## src/rtl/uart_rx_core.sv

```systemverilog
// UART receiver: 8 data bits, no parity, one stop bit, sampled at bit centres.
// One held byte, with a sticky overrun flag and a one-cycle frame error pulse.
module uart_rx_core #(
  parameter int BAUD   = 115200,
  parameter int CLK_HZ = 50000000
) (
  input  logic       clk,
  input  logic       reset,
  input  logic       uart_rx,
  input  logic       data_rd,
  output logic [7:0] data_out,
  output logic       data_valid,
  output logic       overrun,
  output logic       frame_err,
  output logic       busy_rx
);

  localparam int COUNT = CLK_HZ / BAUD;
  localparam int HALF  = COUNT / 2;
  localparam int CW    = $clog2(COUNT + 1);

  typedef enum logic [1:0] {IDLE, START, DATA, STOP} state_t;

  state_t          state_reg;
  logic [1:0]      sync_reg;
  logic            rx_s;
  logic [CW-1:0]   cnt_reg;
  logic [2:0]      bit_idx_reg;
  logic [7:0]      shift_reg;

  assign rx_s    = sync_reg[1];
  assign busy_rx = (state_reg != IDLE);

  always_ff @(posedge clk) begin
    if (reset) begin
      state_reg   <= IDLE;
      sync_reg    <= 2'b11;
      cnt_reg     <= '0;
      bit_idx_reg <= '0;
      shift_reg   <= '0;
      data_out    <= 8'h00;
      data_valid  <= 1'b0;
      overrun     <= 1'b0;
      frame_err   <= 1'b0;
    end else begin
      sync_reg  <= {sync_reg[0], uart_rx};
      frame_err <= 1'b0;
      // A read clears the flags; a byte landing in the same cycle overrides below.
      if (data_rd) begin
        data_valid <= 1'b0;
        overrun    <= 1'b0;
      end

      case (state_reg)
        IDLE: begin
          if (!rx_s) begin
            state_reg <= START;
            cnt_reg   <= CW'(HALF - 1);
          end
        end
        START: begin
          if (cnt_reg == '0) begin
            if (rx_s) begin
              state_reg <= IDLE;
            end else begin
              state_reg   <= DATA;
              bit_idx_reg <= 3'd0;
              cnt_reg     <= CW'(COUNT - 1);
            end
          end else begin
            cnt_reg <= cnt_reg - 1'b1;
          end
        end
        DATA: begin
          if (cnt_reg == '0) begin
            shift_reg <= {rx_s, shift_reg[7:1]};
            cnt_reg   <= CW'(COUNT - 1);
            if (bit_idx_reg == 3'd7) begin
              state_reg <= STOP;
            end else begin
              bit_idx_reg <= bit_idx_reg + 1'b1;
            end
          end else begin
            cnt_reg <= cnt_reg - 1'b1;
          end
        end
        STOP: begin
          if (cnt_reg == '0) begin
            // Leave mid-stop-bit so a following start edge is not missed.
            state_reg <= IDLE;
            if (rx_s) begin
              data_out   <= shift_reg;
              data_valid <= 1'b1;
              if (data_valid && !data_rd) begin
                overrun <= 1'b1;
              end
            end else begin
              frame_err <= 1'b1;
            end
          end else begin
            cnt_reg <= cnt_reg - 1'b1;
          end
        end
        default: state_reg <= IDLE;
      endcase
    end
  end

endmodule

```

## config.mk

```make
export PLATFORM = sky130hd
export DESIGN_NAME = uart_rx_core
export DESIGN_NICKNAME = d
export VERILOG_FILES = /design/src/rtl/uart_rx_core.sv
export SDC_FILE = /design/constraint.sdc
export NUM_CORES = 1
export LEC_CHECK = 0
export BUFFER_PORTS_ARGS = -buffer_cell sky130_fd_sc_hd__clkbuf_2
export CORE_ASPECT_RATIO = 0.9
export CORE_MARGIN = 2
export CORE_UTILIZATION = 62
export DETAILED_ROUTE_END_ITERATION = 8
export HOLD_SLACK_MARGIN = 0.05
export PLACE_DENSITY_LB_ADDON = 0.15
export SLEW_MARGIN = 10
export SYNTH_ARGS = -nofsm -noshare
export SYNTH_HDL_FRONTEND = slang
export SYNTH_SLANG_ARGS = --single-unit
```

## constraint.sdc

```tcl
create_clock -name clk -period 4.9 [get_ports clk]
set_clock_uncertainty 0.05 [all_clocks]
set_input_delay 0.245 -clock clk [delete_from_list [all_inputs] [get_ports clk]]
set_output_delay 0.245 -clock clk [all_outputs]
set_load 0.005 [all_outputs]
```

==> reports/results.ini, run 1 <==
[synth]
synth_warnings = 0
netlist_area_um2 = 1625
ys_seq_area_share_pct = 43.11
synth_edf_count = 0
async_flop_share_pct = 0
syn_nets = 215
synth_cell_types = 34
syn_inst = 203
synth_top_flop_cell = dfxtp_1
ys_seq_elements = 35
avgSynthCellArea_um2 = 8.006

[timing]
fin_crit_ns = 2.770
min_period_over_period_pct = 56.54
hold_viol_final = 0
maxSlewViolCount = 0
tightest_slew_ns = 1.036
fin_setup_tns_ns = 0
max_freq_mhz = 361.0
rsz0062_at_grt = no
relSlewSlack_pct = 30.50
hold-worst-slack_ns = 0.3932
setup_viol = 0

[power_and_ir_drop]
peakVddDrop_mv = 0.2415
p_seq_share_pct = 50.3
switching_share_pct = 34.10
power_density_nw_per_um2 = 350.5
p_clk_share_pct = 23.8
pwr-share-comb_pct = 25.8
p_leak_uw = 0.0006873
p_switching_uw = 211.1
p_int_uw = 408.1

[setup_path]
criticalPathCategory = flip-flop to flip-flop
cp-start-kind = flip-flop
cp_cell_sequence = inv_1 -> ha_1 -> nor4b_1 -> nand2_1 -> o21ai_1 -> o21ai_0 -> a21oi_1
cp.required_ns = 5.12
path_delay_family = compound AO/OA/AOI/OAI gates
slowest_stage = o21ai_1
crit_buf_inv = 1
cp-end-kind = flip-flop
cp_max_fo = 18
cp.arrival_ns = 2.99
slowest_delay_ns = 0.87

[run_status]
status = complete, no violations

[clock_network]
clkTransAtPathRegs_ns = 0.10
cts_tree = done
numCtsBuffers = 5
htreeDepth = 2
clk_path_buf_depth = 2
clock-sinks = 35
cts_root_buffer = clkbuf_4
clock_latency_ns = 0.34

[cells_and_area]
diodes = 0
mostFrequentLayoutCells = a21oi_1 (35), dfxtp_1 (35), nand2_1 (32), clkbuf_2 (15), nand3_1 (11)
largest_reg_flops = 9
num-nets-final = 229
layout-drive-gt1-share_pct = 12.39
syn2layout_area_growth_pct = 8.699

[drt]
drc = 0
avgViaCountPerCell = 5.992
drt_iter0_markers = 74
ant_nets = 0
vias = 1474
wl_per_cell_um = 13.93
wl_mm = 3.427
drt_first_pass_iters = 4

[floorplan]
design.core.area_um2 = 2467
pin_count = 16
fp-row-count = 17
start_util_pct = 65.87
die_h_um = 52.57
dieArea_um2 = 3047
die_w_um = 57.97

[global_routing]
grt_usage_pct = 26.09
grt_max_degree = 37
grt_overflow = 0
grt_pass1_vias = 1389
grt_pass1_wl_mm = 5.906
antenna_found_initial = 0

[place]
dp_hpwl_mm = 2.401
gp_congestion = 0.9018
port_buffers = 15

[job]
cap_violations = 0

[hold_path]
hp-class = flip-flop to flip-flop

[cells by family after synthesis]
group | Yosys count | share of synthesized area [%]
buffers and inverters | 17 | 4.003
DFF | 35 | 43.11
and+or+nand+nor | 85 | 26.02
AOI/OAI and AO/OA | 56 | 19.48
adders and majority gates | 8 | 6.159
muxes | 2 | 1.232
[synthesized netlist by cell type (3+ instances only)]
library cell	number	share of area, %
nand2b_1	5	1.9
or3_1	3	1.2
o21ai_0	7	2.2
dfxtp_1	35	43
nor2_1	10	2.3
a21oi_1	35	11
inv_1	7	1.6
or2_2	4	1.5
nand3_1	11	3.4
a21o_1	3	1.4
or4_1	4	1.8
nand2_1	32	7.4
ha_1	8	6.2
nor3_1	6	1.8
clkbuf_1	9	2.1
[path summary, 6_finish.rpt]
check | slack [ns] | endpoint | cells after the start | start
max | 2.13 | cnt_reg[5] | 7 | cnt_reg[0]
min reg2reg | 0.39 | sync_reg[1] | 1 | sync_reg[0]
min | 0.39 | sync_reg[1] | 1 | sync_reg[0]
max reg2reg | 2.13 | cnt_reg[5] | 7 | cnt_reg[0]
[worst reg2reg max path, cell delays in order, from the launching register on]
cell and delay, ns:
dfxtp_1 0.36, inv_1 0.07, ha_1 0.26, nor4b_1 0.43, nand2_1 0.25, o21ai_1 0.87, o21ai_0 0.25, a21oi_1 0.16
[layout make-up]
class | count | area [um2]
Fill cell | 210 | 700.7
Clock inverter | 1 | 5.005
Tap cell | 28 | 35.03
Inverter | 7 | 26.28
Sequential cell | 35 | 700.7
Clock buffer | 7 | 45.04
Multi-Input combinational cell | 151 | 859.6
Timing Repair Buffer | 17 | 95.09
[routing by layer]
layer	part of all wire (%)	GRT usage [%]	routed length [um]	vias to the layer above
met4	1.5	13.95	51	0
met1	45	31.58	1555	683
li1	-	-	-	736
met5	0	0	0	-
met2	47	41.10	1598	49
met3	6.5	8.642	223	6
[repair_timing]
| action | 4_1_cts | 5_1_grt |
|---|---|---|
| gates resized for setup | 0 | 0 |
| hold endpoints to repair | 2 | 0 |
| hold buffers | 2 | 0 |
| setup buffers | 0 | 0 |
[stage by stage]
step | power, uW | setup slack, ns | util [%] | instances | cell area [um2]
after global placement | 467.6 | 2.352 | 68.76 | 236 | 1697
final | 619.3 | 2.130 | 71.60 | 246 | 1767
after detailed placement | 472.4 | 2.216 | 68.76 | 236 | 1697
after floorplan | 439.0 | 2.795 | - | 203 | 1625
after global routing | 657.0 | 1.719 | 71.60 | 246 | 1767
after CTS | 619.2 | 2.183 | 71.60 | 246 | 1767
[power groups by stage]
stage	Clock [uW]	Sequential, uW	Combinational (uW)
after detailed placement	0	318	155
after floorplan	0	313	126
after CTS	151	311	157
after global placement	0	316	151
final	148	312	160
after global routing	165	313	179
(Power assumes the default switching activity.)
==> inputs of run 2 (changes only) <==
--- a/config.mk
+++ b/config.mk
@@ -5,10 +5,11 @@
 export SDC_FILE = /design/constraint.sdc
 export NUM_CORES = 1
 export LEC_CHECK = 0
+export ABC_AREA = 1
 export BUFFER_PORTS_ARGS = -buffer_cell sky130_fd_sc_hd__clkbuf_2
 export CORE_ASPECT_RATIO = 0.9
 export CORE_MARGIN = 2
-export CORE_UTILIZATION = 62
+export CORE_UTILIZATION = 57
 export DETAILED_ROUTE_END_ITERATION = 8
 export HOLD_SLACK_MARGIN = 0.05
 export PLACE_DENSITY_LB_ADDON = 0.15
==> constraint.sdc (replaced) <==
create_clock -name clk -period 2.65 [get_ports clk]
set_clock_uncertainty 0.05 [all_clocks]
set_input_delay 0.1325 -clock clk [delete_from_list [all_inputs] [get_ports clk]]
set_output_delay 0.1325 -clock clk [all_outputs]
set_load 0.005 [all_outputs]
==> run 2 against run 1 <==
Net effect: sequential cell count is the same; sequential share of layout area shrank 2.4 points; combinational power rose to 5.2 times the previous value; synthesized cell count increased by 15%; utilization is 3.8 points lower; count of clock-buffer cells in the layout decreased by 2; routed wire length decreased by 3.7%; non-clock buffer count is 1 higher; maximum frequency is 51% higher; first-iteration DRC count rose by 18%; critical path depth up 2; synthesized area up 2.5%; critical path type unchanged; critical endpoint is now data_out[0].
==> reports/results.ini, run 2 <==
[run_status]
status = complete, no violations

[floorplan]
die_w_um = 61.00  ; +5.2%
die_h_um = 55.30  ; +5.2%
dieArea_um2 = 3373  ; +11%
start_util_pct = 60.16  ; -5.7 points
pin_count = 16  ; unchanged
fp-row-count = 18  ; +1
design.core.area_um2 = 2770  ; +12%

[setup_path]
slowest_stage = nor3_4
crit_top_cell = nor2_1
criticalPathCategory = flip-flop to flip-flop
slowest_delay_ns = 0.34  ; -0.53 ns
cp.arrival_ns = 2.05  ; -0.94 ns
cp-end-kind = flip-flop
cp_max_fo = 10  ; -8
reg2reg_from = cnt_reg[0]
crit_start = cnt_reg[0]
cp.required_ns = 2.86  ; -2.26 ns
cp-start-kind = flip-flop
cp_cell_sequence = inv_1 -> ha_1 -> nand2_2 -> nor2_4 -> nand2_4 -> nor3_4 -> inv_4 -> nor2_1 -> nor2_1
r2r_cells = 9  ; +2

[synth]
netlist_area_um2 = 1667  ; +2.5%
synth_warnings = 0  ; unchanged
synthDominantCellAreaShare_pct = 42.04  ; -1.1 points
yosysMostFrequentCell = nor2_1
synth_top_flop_cell = dfxtp_1
synth_edf_count = 0  ; unchanged
yosys-top-cells-area = dfxtp_1 (42%), nor2_1 (12%), nand2_1 (9.0%)
yosys-top-cells-count = nor2_1 (53), nand2_1 (40), dfxtp_1 (35), nand3_1 (21), inv_1 (19)
synth_top_cell_by_area = dfxtp_1
avgSynthCellArea_um2 = 7.153  ; -11%
async_flop_share_pct = 0  ; unchanged
syn_nets = 245  ; +14%
ys_seq_elements = 35  ; unchanged
ys_seq_area_share_pct = 42.04  ; -1.1 points
syn_inst = 233  ; +15%
synth_cell_types = 25  ; -26%

[drt]
drc = 0  ; unchanged
drt_first_pass_iters = 4  ; unchanged
avgViaCountPerCell = 5.020  ; -16%
wl_mm = 3.300  ; -3.7%
vias = 1476  ; +0.14%
drt_iter0_markers = 87  ; +18%
ant_nets = 0  ; unchanged
wl_per_cell_um = 11.22  ; -19%

[cells_and_area]
utilization_pct = 67.80  ; -3.8 points
num-nets-final = 266  ; +16%
final_area_um2 = 1878  ; +6.3%
mostFrequentLayoutCells = nor2_1 (53), nand2_1 (40), dfxtp_1 (35), nand3_1 (21), inv_1 (19)
multiInputGateArea_um2 = 864.6  ; +0.58%
fill_cells = 257  ; +22%
layout-drive-gt1-share_pct = 14.57  ; +2.2 points
layout_commonest_cell = nor2_1
largest_reg_flops = 9  ; unchanged
diodes = 0  ; unchanged
syn2layout_area_growth_pct = 12.69
seqCellArea_um2 = 700.7  ; unchanged

[global_routing]
grt_overflow = 0  ; unchanged
grt_pass1_wl_mm = 5.499  ; -6.9%
grt_max_degree = 21  ; -43%
antenna_found_initial = 0  ; unchanged
grt_pass1_vias = 1279  ; -7.9%
grt_usage_pct = 21.98  ; -4.1 points

[power_and_ir_drop]
p_leak_uw = 0.0009019  ; +31%
power_density_nw_per_um2 = 1001  ; +190%
peakVddDrop_mv = 0.4710  ; +95%

[timing]
fin_crit_ns = 1.837  ; -0.9336 ns
setup_viol = 0  ; unchanged
maxSlewViolCount = 0  ; unchanged
hold_viol_final = 0  ; unchanged
rsz0062_at_grt = no
min_period_over_period_pct = 69.31  ; +13 points
max_freq_mhz = 544.5  ; +51%
relSlewSlack_pct = 69.21  ; +39 points
tightest_slew_ns = 0.4614  ; -0.5742 ns
fin_setup_tns_ns = 0  ; unchanged
setup_ws_ns = 0.8133  ; -1.316 ns

[clock_network]
post_cts_buffers = 0  ; unchanged
clock_latency_ns = 0.35  ; about the same
cts.repair.resized = 0  ; unchanged
holdBufCountCts = 2  ; unchanged
cts_root_buffer = clkbuf_4
numCtsBuffers = 5  ; unchanged
htreeDepth = 2  ; unchanged
cts_tree = done
clk_path_buf_depth = 2  ; unchanged
clock-sinks = 35  ; unchanged
clkTransAtPathRegs_ns = 0.11  ; about the same

[place]
pre_cts_slack_ns = 0.8236  ; -1.392 ns
port_buffers = 15  ; unchanged
dpl_cell_area_um2 = 1783  ; +5.1%
gp_congestion = 0.8016  ; -11%
dp_hpwl_mm = 2.318  ; -3.4%

[job]
cap_violations = 0  ; unchanged

[hold_path]
hold_start = reset
hp-class = input port to flip-flop
whs_path_depth = 2  ; +1

run 2: area by class of cell:
class	count	share of cell area [%]
inverter	22	4.530
clock buffer	5	1.999
tap	40	2.665
clock inverter	2	1.999
sequential	35	37.31
timing repair buffer	18	5.463
multi-input combinational	172	46.04
run 2: logic make-up after synthesis:
kind of cell | Yosys count | synth area share [%]
compound gates | 32 | 9.985
xor+xnor | 5 | 2.628
fa+ha+maj | 8 | 6.006
buf+inv | 26 | 6.081
flops | 35 | 42.04
simple gates | 127 | 33.26
run 2: stage by stage:
stage / instances / hold WS (ns) / total power [uW]
after global routing: 294 / 0.1725 / 2030
after floorplan: 233 / 0.1863 / 1342
final: 294 / 0.1482 / 1881
after detailed placement: 285 / 0.2761 / 1493
after CTS: 294 / 0.1467 / 1881
after global placement: 285 / 0.2652 / 1493
run 2: worst max-delay path: cells and delay by family (launching register included):
family	cells	cell delay, ns
buffers and inverters	2	0.23
AND/OR/NAND/NOR	6	0.89
flip-flops	1	0.33
adder cells (fa/ha/maj)	1	0.23
run 2: routing by layer:
metal / track usage [%] / up-vias / part of all wire, %
met1: 27.64 / 668 / 50
met3: 9.836 / 5 / 3.8
met4: 7.764 / 0 / 1.5
met5: 0 / - / 0
met2: 33.03 / 17 / 45
li1: - / 786 / -
run 2: report_power, final:
part           total (uW)  switching, uW  internal [uW]
clock network         386            193            193
logic                 827            540            287
registers             667           70.2            597
run 2: path summary, 6_finish.rpt:
path                                     to  slack (ns)
worst min register to register  sync_reg[1]        0.37
worst max register to register  data_out[0]        0.81
worst min-delay path             data_valid        0.15
worst max-delay path            data_out[0]        0.81
==> inputs of run 3 (changes only) <==
--- a/config.mk
+++ b/config.mk
@@ -9,7 +9,7 @@
 export BUFFER_PORTS_ARGS = -buffer_cell sky130_fd_sc_hd__clkbuf_2
 export CORE_ASPECT_RATIO = 0.9
 export CORE_MARGIN = 2
-export CORE_UTILIZATION = 57
+export CORE_UTILIZATION = 52
 export DETAILED_ROUTE_END_ITERATION = 8
 export HOLD_SLACK_MARGIN = 0.05
 export PLACE_DENSITY_LB_ADDON = 0.15
==> constraint.sdc (replaced) <==
create_clock -name clk -period 1.65 [get_ports clk]
set_clock_uncertainty 0.05 [all_clocks]
set_input_delay 0.0825 -clock clk [delete_from_list [all_inputs] [get_ports clk]]
set_output_delay 0.0825 -clock clk [all_outputs]
set_load 0.005 [all_outputs]
==> run 3 against run 2 <==
Net effect: worst setup slack got worse by 0.78 ns; routed wire length rose by 17%; cell area rose by 17%; critical endpoint is now bit_idx_reg[0].
==> reports/results.ini, run 3 (synthesized netlist as in run 2, its figures left out) <==
[run_status]
status = complete, no violations

[clock_network]
clock-sinks = 35  ; unchanged
clock_latency_ns = 0.35  ; about the same
clk_path_buf_depth = 2  ; unchanged
numCtsBuffers = 5  ; unchanged
cts_root_buffer = clkbuf_4
clkTransAtPathRegs_ns = 0.12  ; about the same
htreeDepth = 2  ; unchanged
cts_tree = done

[timing]
fin_crit_ns = 1.621  ; -0.2152 ns
fin_setup_tns_ns = 0  ; unchanged
relSlewSlack_pct = 68.46  ; -0.75 points
min_period_over_period_pct = 98.27  ; +29 points
hold_viol_final = 0  ; unchanged
max_freq_mhz = 616.7  ; +13%
setup_viol = 0  ; unchanged
rsz0062_at_grt = yes
maxSlewViolCount = 0  ; unchanged
tightest_slew_ns = 0.4726  ; +0.01118 ns

[setup_path]
cp_max_fo = 14  ; +4
cp_cell_sequence = inv_2 -> ha_2 -> buf_4 -> nand2_1 -> nand3_1 -> nor2_1 -> o21ai_0 -> nand2_1 -> nor2_1
slowest_stage = dfxtp_4
reg2reg_from = state_reg[0]
cp.required_ns = 1.86  ; -1.00 ns
cp-end-kind = flip-flop
criticalPathCategory = flip-flop to flip-flop
r2r_setup_slack_ns = 0.03  ; -0.78 ns
cp.arrival_ns = 1.83  ; -0.22 ns
slowest_delay_ns = 0.39  ; +0.05 ns
crit_buf_inv = 2  ; unchanged
cp-start-kind = flip-flop
path_delay_family = simple AND/OR/NAND/NOR gates
r2r_cells = 9  ; unchanged
cp_num_cells = 9  ; unchanged
timing.rr.end = bit_idx_reg[0]

[cells_and_area]
num-nets-final = 291  ; +9.4%
largest_reg_flops = 9  ; unchanged
fill_cells = 242  ; -5.8%
mostFrequentLayoutCells = nor2_1 (45), nand2_1 (38), dfxtp_1 (31), buf_4 (21), nand3_1 (20)
syn2layout_area_growth_pct = 31.31
layout_commonest_cell = nor2_1
seqCellArea_um2 = 708.2  ; +1.1%
layout-drive-gt1-share_pct = 30.00  ; +15 points
multiInputGateArea_um2 = 947.2  ; +9.6%
diodes = 0  ; unchanged

[floorplan]
fp-row-count = 19  ; +1
die_h_um = 57.71  ; +4.4%
design.core.area_um2 = 3067  ; +11%
start_util_pct = 54.35  ; -5.8 points
pin_count = 16  ; unchanged
dieArea_um2 = 3675  ; +9.0%
die_w_um = 63.68  ; +4.4%

[power_and_ir_drop]
p_leak_uw = 0.001041  ; +15%
power_density_nw_per_um2 = 1667  ; +66%
power_uw = 3649  ; +94%
peakVddDrop_mv = 0.9228  ; +96%

[hold_path]
hold_start = sync_reg[0]
hp-class = flip-flop to flip-flop
whs_path_depth = 1  ; -1
hold-path-endpoint = sync_reg[1]

[place]
port_buffers = 15  ; unchanged
gp_congestion = 0.8131  ; +1.4%
dp_hpwl_mm = 2.416  ; +4.2%

[job]
cap_violations = 0  ; unchanged

[drt]
wl_mm = 3.846  ; +17%
vias = 1608  ; +8.9%
wl_per_cell_um = 11.94  ; +6.4%
avgViaCountPerCell = 4.994  ; -0.53%
drt_iter0_markers = 105  ; +21%
ant_nets = 0  ; unchanged
drc = 0  ; unchanged
drt_first_pass_iters = 4  ; unchanged

[global_routing]
grt_pass1_vias = 1403  ; +9.7%
antenna_found_initial = 0  ; unchanged
grt_max_degree = 17  ; -19%
grt_overflow = 0  ; unchanged
grt_pass1_wl_mm = 6.216  ; +13%
grt_usage_pct = 21.49  ; -0.49 points

## run 3: how the worst max path moves through the flow
stage | startpoint | end | slack, ns
global placement | flip-flop | state_reg[0] | 0.02
finish | state_reg[0] | bit_idx_reg[0] | 0.03
detailed placement | flip-flop | flip-flop | -0.04
floorplan | state_reg[0] | flip-flop | 0.04
global route | cnt_reg[1] | data_out[2] | -0.06
CTS | cnt_reg[0] | data_out[7] | 0.01
## run 3: worst register-to-register path: cells and delay by family (launching register included)
family	cells	cell delay, ns
buf+inv	2	0.23
flops	1	0.39
simple gates	5	0.55
fa+ha+maj	1	0.19
compound gates	1	0.12
## run 3: where the power goes
| group | switching, uW | total (uW) | leakage, uW | internal, uW |
|---|---|---|---|---|
| Combinational | 1090 | 1930 | 0.000709 | 842 |
| Clock | 318 | 637 | 0.0000452 | 319 |
| Sequential | 112 | 1080 | 0.000286 | 966 |
## run 3: layout make-up
class | count | share of cell area (%)
clock inverters | 3 | 2.001
well taps | 42 | 2.401
clock buffers | 5 | 1.715
flip-flops and latches | 35 | 32.36
multi-input cells | 172 | 43.28
inverters | 22 | 4.231
repair buffers | 43 | 14.01
## run 3: metal layers
metal | GRT usage, % | vias to the layer above | routed length, um
met1 | 29.15 | 731 | 1846
met2 | 33.38 | 31 | 1784
li1 | - | 841 | -
met3 | 5.437 | 5 | 172
met5 | 0 | - | 0
met4 | 8.075 | 0 | 42
## run 3: repair_timing
item,4_1_cts,5_1_grt
hold buffers,4,0
gates cloned,0,1
endpoints found under the hold margin,8,0
setup endpoints to repair,4,26
buffers inserted,1,7
resized for setup,6,32
pin swaps,3,6
## run 3: stage by stage
step	hold slack, ns	cell area [um2]	setup WS (ns)	instances	utilization [%]
after floorplan	0.1363	1670	0.03575	233	-
after global placement	0.2158	1894	0.01941	301	61.77
after detailed placement	0.2224	1894	-0.03721	301	61.77
after CTS	0.3906	2039	0.01370	314	66.50
after global routing	0.4096	2188	-0.05997	322	71.36
final	0.3860	2188	0.02851	322	71.36
